--- src/rtl/mem_pkg.sv ---
// Shared constants for the load/store unit: RISC-V load/store funct3
// encodings, the trap cause codes it reports, and dmem byte-lane masks.
package mem_pkg;

  // Load/store width encodings (funct3)
  localparam logic [2:0] F3_B  = 3'b000;
  localparam logic [2:0] F3_H  = 3'b001;
  localparam logic [2:0] F3_W  = 3'b010;
  localparam logic [2:0] F3_D  = 3'b011;
  localparam logic [2:0] F3_BU = 3'b100;
  localparam logic [2:0] F3_HU = 3'b101;
  localparam logic [2:0] F3_WU = 3'b110;

  // Trap cause codes
  localparam logic [3:0] EXC_ILLEGAL     = 4'd2;
  localparam logic [3:0] EXC_LD_MISALIGN = 4'd4;
  localparam logic [3:0] EXC_LD_FAULT    = 4'd5;
  localparam logic [3:0] EXC_ST_MISALIGN = 4'd6;
  localparam logic [3:0] EXC_ST_FAULT    = 4'd7;

  // dmem byte-lane masks
  localparam logic [7:0] SEL_B = 8'h01;
  localparam logic [7:0] SEL_H = 8'h03;
  localparam logic [7:0] SEL_W = 8'h0F;
  localparam logic [7:0] SEL_D = 8'hFF;

  // Access size (low two funct3 bits) to byte-lane mask.
  function automatic logic [7:0] sel_from_size(input logic [1:0] size);
    logic [7:0] sel;
    case (size)
      2'b00:   sel = SEL_B;
      2'b01:   sel = SEL_H;
      2'b10:   sel = SEL_W;
      default: sel = SEL_D;
    endcase
    return sel;
  endfunction

  // Loads have no 111 encoding; stores have no unsigned variants.
  function automatic logic f3_illegal(input logic       is_load,
                                      input logic       is_store,
                                      input logic [2:0] f3);
    return (is_load && (f3 == 3'b111)) || (is_store && f3[2]);
  endfunction

endpackage

--- src/rtl/mem_lsu_load_fmt.sv ---
// Formats raw dmem read data (already shifted to bit 0, zero-extended)
// into the architectural register value for each load width.
module lsu_load_fmt
  import mem_pkg::*;
#(
  parameter int XLEN = 64
) (
  input  logic [2:0]      i_funct3,
  input  logic [XLEN-1:0] i_data,
  output logic [XLEN-1:0] o_data
);

  // Sign- or zero-extend from the access width selected by funct3
  always_comb begin
    o_data = '0;
    case (i_funct3)
      F3_B:    o_data = {{(XLEN-8){i_data[7]}},   i_data[7:0]};
      F3_H:    o_data = {{(XLEN-16){i_data[15]}}, i_data[15:0]};
      F3_W:    o_data = {{(XLEN-32){i_data[31]}}, i_data[31:0]};
      F3_D:    o_data = i_data;
      F3_BU:   o_data = {{(XLEN-8){1'b0}},  i_data[7:0]};
      F3_HU:   o_data = {{(XLEN-16){1'b0}}, i_data[15:0]};
      F3_WU:   o_data = {{(XLEN-32){1'b0}}, i_data[31:0]};
      default: o_data = '0;
    endcase
  end

endmodule

--- src/rtl/mem_lsu.sv ---
// Two-stage load/store unit. Stage A registers the accepted request and
// drives dmem; stage B holds the formatted response for writeback/trap.
//
// Handshake contract: a transfer happens on a rising edge where valid and
// ready are both high; valid may not depend on ready, and the payload is
// held stable while valid is high and ready is low. flush cancels any
// transfer into stage A and empties both stages at that edge.
module mem_lsu
  import mem_pkg::*;
#(
  parameter int XLEN   = 64,
  parameter int REG_AW = 5
) (
  input  logic              clk,
  input  logic              rst,
  input  logic              flush,
  input  logic              req_valid,
  output logic              req_ready,
  input  logic              req_is_load,
  input  logic              req_is_store,
  input  logic [2:0]        req_funct3,
  input  logic [XLEN-1:0]   req_addr,
  input  logic [XLEN-1:0]   req_wdata,
  input  logic [REG_AW-1:0] req_rd,
  input  logic [XLEN-1:0]   req_pc,
  output logic              we_dmem,
  output logic              is_LOAD,
  output logic [7:0]        dmem_word_sel,
  output logic [XLEN-1:0]   r_dmem_addr,
  output logic [XLEN-1:0]   w_dmem_data,
  input  logic [XLEN-1:0]   dmem_data,
  input  logic              dmem_exc_en,
  input  logic [3:0]        dmem_exc_code,
  input  logic [XLEN-1:0]   dmem_exc_val,
  output logic              rsp_valid,
  input  logic              rsp_ready,
  output logic              rsp_wb_en,
  output logic [XLEN-1:0]   rsp_rdata,
  output logic [REG_AW-1:0] rsp_rd,
  output logic [XLEN-1:0]   rsp_pc,
  output logic              rsp_exc_en,
  output logic [3:0]        rsp_exc_code,
  output logic [XLEN-1:0]   rsp_exc_val
);

  // Stage A
  logic              r_a_valid;
  logic              r_a_is_load;
  logic              r_a_is_store;
  logic [2:0]        r_a_funct3;
  logic [XLEN-1:0]   r_a_addr;
  logic [XLEN-1:0]   r_a_wdata;
  logic [REG_AW-1:0] r_a_rd;
  logic [XLEN-1:0]   r_a_pc;

  // Stage B
  logic              r_b_valid;
  logic              r_b_wb_en;
  logic              r_b_exc;
  logic [3:0]        r_b_exc_code;
  logic [XLEN-1:0]   r_b_exc_val;
  logic [XLEN-1:0]   r_b_rdata;
  logic [REG_AW-1:0] r_b_rd;
  logic [XLEN-1:0]   r_b_pc;

  // Pipeline control
  logic              w_b_free;
  logic              w_a_adv;
  logic              w_accept;
  logic              w_a_illegal;

  // Stage B capture values
  logic [XLEN-1:0]   w_fmt_data;
  logic              w_cap_exc;
  logic [3:0]        w_cap_code;
  logic [XLEN-1:0]   w_cap_val;
  logic [XLEN-1:0]   w_cap_rdata;
  logic              w_cap_wb_en;

  assign w_b_free    = !r_b_valid || rsp_ready;
  assign w_a_adv     = r_a_valid && w_b_free && !flush;
  assign req_ready   = !r_a_valid || w_b_free;
  assign w_accept    = req_valid && req_ready && !flush;
  assign w_a_illegal = f3_illegal(r_a_is_load, r_a_is_store, r_a_funct3);

  // dmem side: an illegal encoding never reaches memory, and a store only
  // writes on the edge where it leaves stage A, so stalls and flushes
  // cannot double-commit or commit a cancelled store.
  assign is_LOAD       = r_a_valid && r_a_is_load && !w_a_illegal;
  assign we_dmem       = w_a_adv && r_a_is_store && !w_a_illegal;
  assign dmem_word_sel = r_a_valid ? sel_from_size(r_a_funct3[1:0]) : 8'h00;
  assign r_dmem_addr   = r_a_valid ? r_a_addr  : '0;
  assign w_dmem_data   = r_a_valid ? r_a_wdata : '0;

  lsu_load_fmt #(
    .XLEN (XLEN)
  ) u_load_fmt (
    .i_funct3 (r_a_funct3),
    .i_data   (dmem_data),
    .o_data   (w_fmt_data)
  );

  // Build the response that stage B captures when stage A advances
  always_comb begin
    w_cap_exc   = 1'b0;
    w_cap_code  = 4'd0;
    w_cap_val   = '0;
    w_cap_rdata = '0;
    w_cap_wb_en = 1'b0;
    if (w_a_illegal) begin
      w_cap_exc  = 1'b1;
      w_cap_code = EXC_ILLEGAL;
    end else if (dmem_exc_en) begin
      w_cap_exc  = 1'b1;
      w_cap_code = dmem_exc_code;
      w_cap_val  = dmem_exc_val;
    end
    if (r_a_is_load && !w_cap_exc) begin
      w_cap_rdata = w_fmt_data;
      w_cap_wb_en = (r_a_rd != '0);
    end
  end

  // Stage A register: load on accept, empty when it drains with no refill
  always_ff @(posedge clk) begin
    if (rst) begin
      r_a_valid    <= 1'b0;
      r_a_is_load  <= 1'b0;
      r_a_is_store <= 1'b0;
      r_a_funct3   <= 3'd0;
      r_a_addr     <= '0;
      r_a_wdata    <= '0;
      r_a_rd       <= '0;
      r_a_pc       <= '0;
    end else if (flush) begin
      r_a_valid <= 1'b0;
    end else if (w_accept) begin
      r_a_valid    <= 1'b1;
      r_a_is_load  <= req_is_load;
      r_a_is_store <= req_is_store;
      r_a_funct3   <= req_funct3;
      r_a_addr     <= req_addr;
      r_a_wdata    <= req_wdata;
      r_a_rd       <= req_rd;
      r_a_pc       <= req_pc;
    end else if (w_a_adv) begin
      r_a_valid <= 1'b0;
    end
  end

  // Stage B register: replaced on advance (no bubble even while the
  // consumer takes the old response), emptied when consumed with no refill
  always_ff @(posedge clk) begin
    if (rst) begin
      r_b_valid    <= 1'b0;
      r_b_wb_en    <= 1'b0;
      r_b_exc      <= 1'b0;
      r_b_exc_code <= 4'd0;
      r_b_exc_val  <= '0;
      r_b_rdata    <= '0;
      r_b_rd       <= '0;
      r_b_pc       <= '0;
    end else if (flush) begin
      r_b_valid <= 1'b0;
    end else if (w_a_adv) begin
      r_b_valid    <= 1'b1;
      r_b_wb_en    <= w_cap_wb_en;
      r_b_exc      <= w_cap_exc;
      r_b_exc_code <= w_cap_code;
      r_b_exc_val  <= w_cap_val;
      r_b_rdata    <= w_cap_rdata;
      r_b_rd       <= r_a_rd;
      r_b_pc       <= r_a_pc;
    end else if (rsp_ready) begin
      r_b_valid <= 1'b0;
    end
  end

  assign rsp_valid    = r_b_valid;
  assign rsp_wb_en    = r_b_valid && r_b_wb_en;
  assign rsp_exc_en   = r_b_valid && r_b_exc;
  assign rsp_exc_code = r_b_exc_code;
  assign rsp_exc_val  = r_b_exc_val;
  assign rsp_rdata    = r_b_rdata;
  assign rsp_rd       = r_b_rd;
  assign rsp_pc       = r_b_pc;

endmodule
--- config.mk ---
export PLATFORM = sky130hd
export DESIGN_NAME = mem_lsu
export DESIGN_NICKNAME = d
export VERILOG_FILES = /design/src/rtl/mem_pkg.sv /design/src/rtl/mem_lsu_load_fmt.sv /design/src/rtl/mem_lsu.sv
export SDC_FILE = /design/constraint.sdc
export NUM_CORES = 1
export LEC_CHECK = 0
export CELL_PAD_IN_SITES_DETAIL_PLACEMENT = 1
export CELL_PAD_IN_SITES_GLOBAL_PLACEMENT = 2
export CORE_AREA = 2 2 267 269
export DETAILED_ROUTE_END_ITERATION = 10
export DIE_AREA = 0 0 269 271
export GPL_TIMING_DRIVEN = 0
export PLACE_DENSITY = 0.83
export SLEW_MARGIN = 20
export SYNTH_ARGS = -nofsm -noshare
export SYNTH_HDL_FRONTEND = slang
export SYNTH_HIERARCHICAL = 1
export SYNTH_SLANG_ARGS = --single-unit
--- constraint.sdc ---
create_clock -name clk -period 3.9 [get_ports clk]
set_input_delay 0.39 -clock clk [delete_from_list [all_inputs] [get_ports clk]]
set_output_delay 0.39 -clock clk [all_outputs]
set_load 0.02 [all_outputs]
==> Word-level counts from Yosys, hierarchy flattened <==
Cells that the tools add are included.
{ "totals": {"wordCells": 72, "inputBits": 340, "register_bits": 407} }
{ "op_classes": {"reduce_logical": 29, "eq_ne": 9, "bitwise_logic": 1, "n_mux": 17} }
{ "ops": {"columns": ["op", "n"], "rows": [
  ["64-bit case mux with 7 select lines", 1],
  ["64-bit 2-to-1 mux", 5],
  ["8-bit case mux with 3 select lines", 1],
  ["1-bit logical AND", 13],
  ["3-bit equality test, second input constant", 4],
  ["4-bit 2-to-1 mux", 2],
  ["8-bit 2-to-1 mux", 1],
  ["1-bit 2-to-1 mux", 7],
  ["3-bit by 2-bit equality test with 1-bit output, second input constant", 2],
  ["1-bit zero test", 5],
  ["5-bit nonzero test", 1],
  ["2-bit AND reduction", 2],
  ["2-bit nonzero test", 2],
  ["3-bit by 1-bit equality test with 1-bit output, second input constant", 1],
  ["3-bit zero test", 1],
  ["1-bit logical OR", 3],
  ["2-bit by 1-bit equality test with 1-bit output, second input constant", 1],
  ["2-bit equality test, second input constant", 1],
  ["2-bit zero test", 1],
  ["2-bit OR reduction", 1],
  ["1-bit NOT", 1]
]} }

==> Longest topological paths before layout <==
{ "logic_depth": {"ltp_word": 7, "ltp_mapped": 8} }

==> Modules after synthesis <==
Netlist, hierarchy kept.
{ "modules_own_cells": {"columns": ["mod", "area_each_um2", "n_inst", "seq_area_each_um2", "cells_each"], "rows": [
  ["mem_lsu", 15288.4, 1, 8147.8, 1945],
  ["lsu_load_fmt", 1106.1, 1, 0.0, 160]
]} }

==> Worst setup path before layout <==
OpenSTA, ideal clock, no wires.
{ "synth_path": {"path_kind": "reg2out", "from": "reg r_a_valid", "to": "out we_dmem", "required_time_ps": 3510, "stages_incl_launch_ff": 6, "setup_slack_ps": 2083, "path_buffers": 2, "arrival_ps": 1427, "path_cell_list": "dfxtp_1 > buf_4 > and2b_1 > nand2_2 > clkbuf_1 > nor3b_1"} }
{ "synth_via": {"elab_chain_len": 4} }
{ "synth_lines": {"columns": ["element", "line", "text"], "rows": [
  ["from (decl)", "mem_lsu.sv:47", "logic r_a_valid;"],
  ["from (signal assigned)", "mem_lsu.sv:127", "r_a_valid <= 1'b0;"],
  ["from (signal assigned)", "mem_lsu.sv:136", "r_a_valid <= 1'b0;"],
  ["from (signal assigned)", "mem_lsu.sv:138", "r_a_valid <= 1'b1;"],
  ["1-bit logical AND (2 in series)", "mem_lsu.sv:81", "assign w_a_adv = r_a_valid && w_b_free && !flush;"],
  ["1-bit logical AND (2 in series)", "mem_lsu.sv:90", "assign we_dmem = w_a_adv && r_a_is_store && !w_a_illegal;"],
  ["to (decl)", "mem_lsu.sv:26", "output logic we_dmem,"]
]} }
Every way passes these cells.

==> Final worst setup path <==
{ "layout_path": {"from": "reg r_a_valid", "to": "out w_dmem_data[16]"} }
{ "layout_via": {"elab_chain_len": 1} }
{ "layout_lines": {"columns": ["element", "line", "text"], "rows": [
  ["64-bit 2-to-1 mux", "mem_lsu.sv:93", "assign w_dmem_data = r_a_valid ? r_a_wdata : '0;"],
  ["to (decl)", "mem_lsu.sv:30", "output logic [XLEN-1:0] w_dmem_data,"]
]} }
Every way passes these cells.

==> reports/results.tsv <==
stage	metric	value	unit
status	status	completed	
die	ioPinCount	683	
setup_path	cp_common_cell	clkbuf_1	
sta	tns	0	ns
synth	yosysTopAreaCell	dfxtp_1	
die	rows	97	
synth	ys_seq_area_share	49.7	%
die	fp.dieW	269	µm
clocking	clock_sinks	407	
finish	synthToLayoutAreaGrowth	59.4	%
routing	wl_met2	41000	µm
sta	fmax	0.286	GHz
grt	grt.overflow.total	0	
die	die_h	271	µm
routing	wl_per_cell	20.8	µm
setup_path	cpLargestDelayFamily	buffers and inverters	
synth	yosysUniqueCellTypes	34	
routing	drt-met1-wl	30100	µm
die	design.core.area	69800	µm²
pwr	ir_drop	269	µV
routing	first_iter_violations	683	
grt	grt_pass1_wl	116000	µm
die	die_area	72900	µm²
run	cap_violations	0	
clocking	cts_tree	yes	
synth	avgSynthCellArea	7.79	µm²
synth	synth_most_common_cell	nand2_1	
synth	syn_area	16400	µm²
routing	highest_layer	met5	
placed_design	io_buffers	680	
finish	drive_gt1_share	7.19	%
setup_path	cp.required	3.51	ns
sta	fin_worst_skew	0.0186	ns
sta	fin_hold_ws	0.346	ns
grt	grt_pass1_vias	18700	
pwr	p_per_area	397	nW/µm²
clocking	clk_latency	0.59	ns
routing	ant_nets	0	
setup_path	crit_arrival	3.11	ns
clocking	cts_setup_buffers	0	
setup_path	critPathLaunchType	flop	
setup_path	worstSetupPathType	flop to primary output	
routing	vias	17500	
pwr	p_leak	0.00911	µW
synth	synthTopCellsByCount	nand2_1 (676), dfxtp_1 (407), a21oi_1 (405), and2_1 (140), nand3_1 (133)	
placed_design	gp_congestion	0.865	
synth	synthArstFlopShare	0	%
clocking	htree_levels	2	
grt	track_usage	21.0	%
sta	slew_headroom	35.4	%
hold_path	hold_class	input pin to flop	
routing	drc_errors	0	
sta	tightestPinTransition	0.969	ns
grt	antenna_found_initial	14	
synth	syn_nets	2445	
synth	ys_warn_count	6	
synth	synth_area_leaders	dfxtp_1 (50%), nand2_1 (15%), a21oi_1 (12%), and2_1 (5.3%), nand3_1 (4.1%)	
clocking	cts_buffer_depth	3	
setup_path	endpoint_kind	primary output	
synth	synth-edff-count	0	
synth	synth_top_area_share	49.7	%
clocking	cts.repair.resized	0	
grt	grt_max_degree	14	
clocking	clk_pin_slew_worst_paths	0.06	ns
clocking	hold_buffers	0	
sta	hold_viol	0	
setup_path	slowest_stage	clkdlybuf4s50_1	
synth	synth-main-ff-cell	dfxtp_1	
sta	min_period	3.50	ns
sta	fin_crit_sh	89.8	%
synth	synth_seq_cells	407	
synth	syn_inst	2105	
routing	wl	79500	µm
routing	firstDrtPassIters	4	
placed_design	dp_hpwl	62400	µm
die	start_util	23.5	%
setup_path	cp_slowest_stage_delay	0.62	ns
setup_path	cp_num_buf_inv	4	
routing	viasPerCell	4.57	
sta	setup_viol	0	
setup_path	worstPathCellList	buf_4, clkbuf_1, clkbuf_1, and2_1, clkdlybuf4s50_1	
setup_path	path_max_fanout	10	
routing	met3_length	6130	µm
sta	final-max-slew-violation-count	0	
finish	final_nets	3177	
clocking	numCtsBuffers	50	
sta	rsz0062_at_grt	no	
clocking	cts_root_buf	clkbuf_16	
==> worst register-to-register path: stages, from the launching register on <==
cell and delay, ns:
dfxtp_1 0.56, nand2b_1 0.25, nand2_2 0.31, buf_2 0.40, buf_2 0.36, nand2_1 0.17, a21oi_1 0.26
==> worst paths after layout <==
check | startpoint | end | slack [ns] | depth (start not counted)
worst max register to register | rsp_valid$_SDFFE_PP0P_ | rsp_rd[3]$_SDFFE_PP0P_ | 1.51 | 6
worst min-delay path | req_addr[32] | r_a_addr[32]$_SDFFE_PP0P_ | 0.35 | 3
worst max-delay path | r_a_valid$_SDFFE_PP0P_ | w_dmem_data[16] | 0.40 | 5
worst min register to register | r_a_pc[57]$_SDFFE_PP0P_ | rsp_pc[57]$_SDFFE_PP0P_ | 0.44 | 2
==> where the power goes <==
part / switching [µW] / total [µW] / internal (µW)
clock: 1960 / 4980 / 3020
combinational: 537 / 1060 / 521
sequential: 60.4 / 4330 / 4270
total: 2550 / 10400 / 7810
==> per-stage QoR <==
stage	power (µW)	utilization, %	setup slack (ns)	std cells	instance area (µm²)
2_1_floorplan	4850	-	2.08	2105	16400
3_3_place_gp	5450	34.9	0.540	3725	24400
3_5_place_dp	5480	34.9	0.618	3725	24400
4_1_cts	10500	37.4	0.279	3819	26100
5_1_grt	10800	37.4	0.234	3822	26100
6_report	10400	37.5	0.398	3826	26100
==> cells in the final DEF, fill, tap and decap left out, types with 4 or more instances in the layout <==
master / synthesis / layout
nor2_1: 5 / 5
buf_6: 14 / 14
nand3b_1: 9 / 9
buf_4: 36 / 36
buf_1: 7 / 7
clkbuf_1: 75 / 88
nand2_1: 676 / 676
a21oi_1: 405 / 405
diode_2: 0 / 7
o211ai_2: 8 / 8
inv_1: 25 / 25
mux2i_1: 33 / 33
o22ai_1: 48 / 48
inv_6: 0 / 4
clkinv_2: 0 / 8
dfxtp_1: 407 / 407
nand3_1: 133 / 133
clkbuf_16: 0 / 50
and2_1: 140 / 140
clkdlybuf4s50_1: 0 / 680
bufinv_16: 0 / 8
buf_2: 62 / 62
clkbuf_8: 0 / 6
==> cells by family after synthesis <==
logic type	share of synthesized area [%]
and+or+nand+nor	26.1
DFF	49.7
AOI/OAI and AO/OA	15.2
muxes	2.01
buffers and inverters	7.04
==> per-layer routing <==
| metal | track usage [%] | up-vias |
|---|---|---|
| met4 | 6.52 | 14 |
| met1 | 22.1 | 8416 |
| met5 | 0 | - |
| met2 | 39.1 | 522 |
| met3 | 6.61 | 126 |
| li1 | - | 8398 |
==> sequential cells by signal, summed over array words and instances, names as in the netlist <==
signal and count:
r_a_addr 64, r_a_pc 64, r_a_wdata 64, rsp_exc_val 64
rsp_pc 64, rsp_rdata 64, r_a_rd 5, rsp_rd 5
rsp_exc_code 4, r_a_funct3 3, r_a_is_load 1, r_a_is_store 1
r_a_valid 1, r_b_exc 1, r_b_wb_en 1, rsp_valid 1
==> layout make-up <==
class	count	area, µm²
clock buffer	70	1390
multi-input combinational	1478	7090
timing repair buffer	680	6810
clock inverter	24	354
fill	8298	43600
buffer	195	1060
inverter	25	93.8
sequential	407	8150
antenna	7	17.5
tap	940	1180
Power figures use the tool's default switching activity.
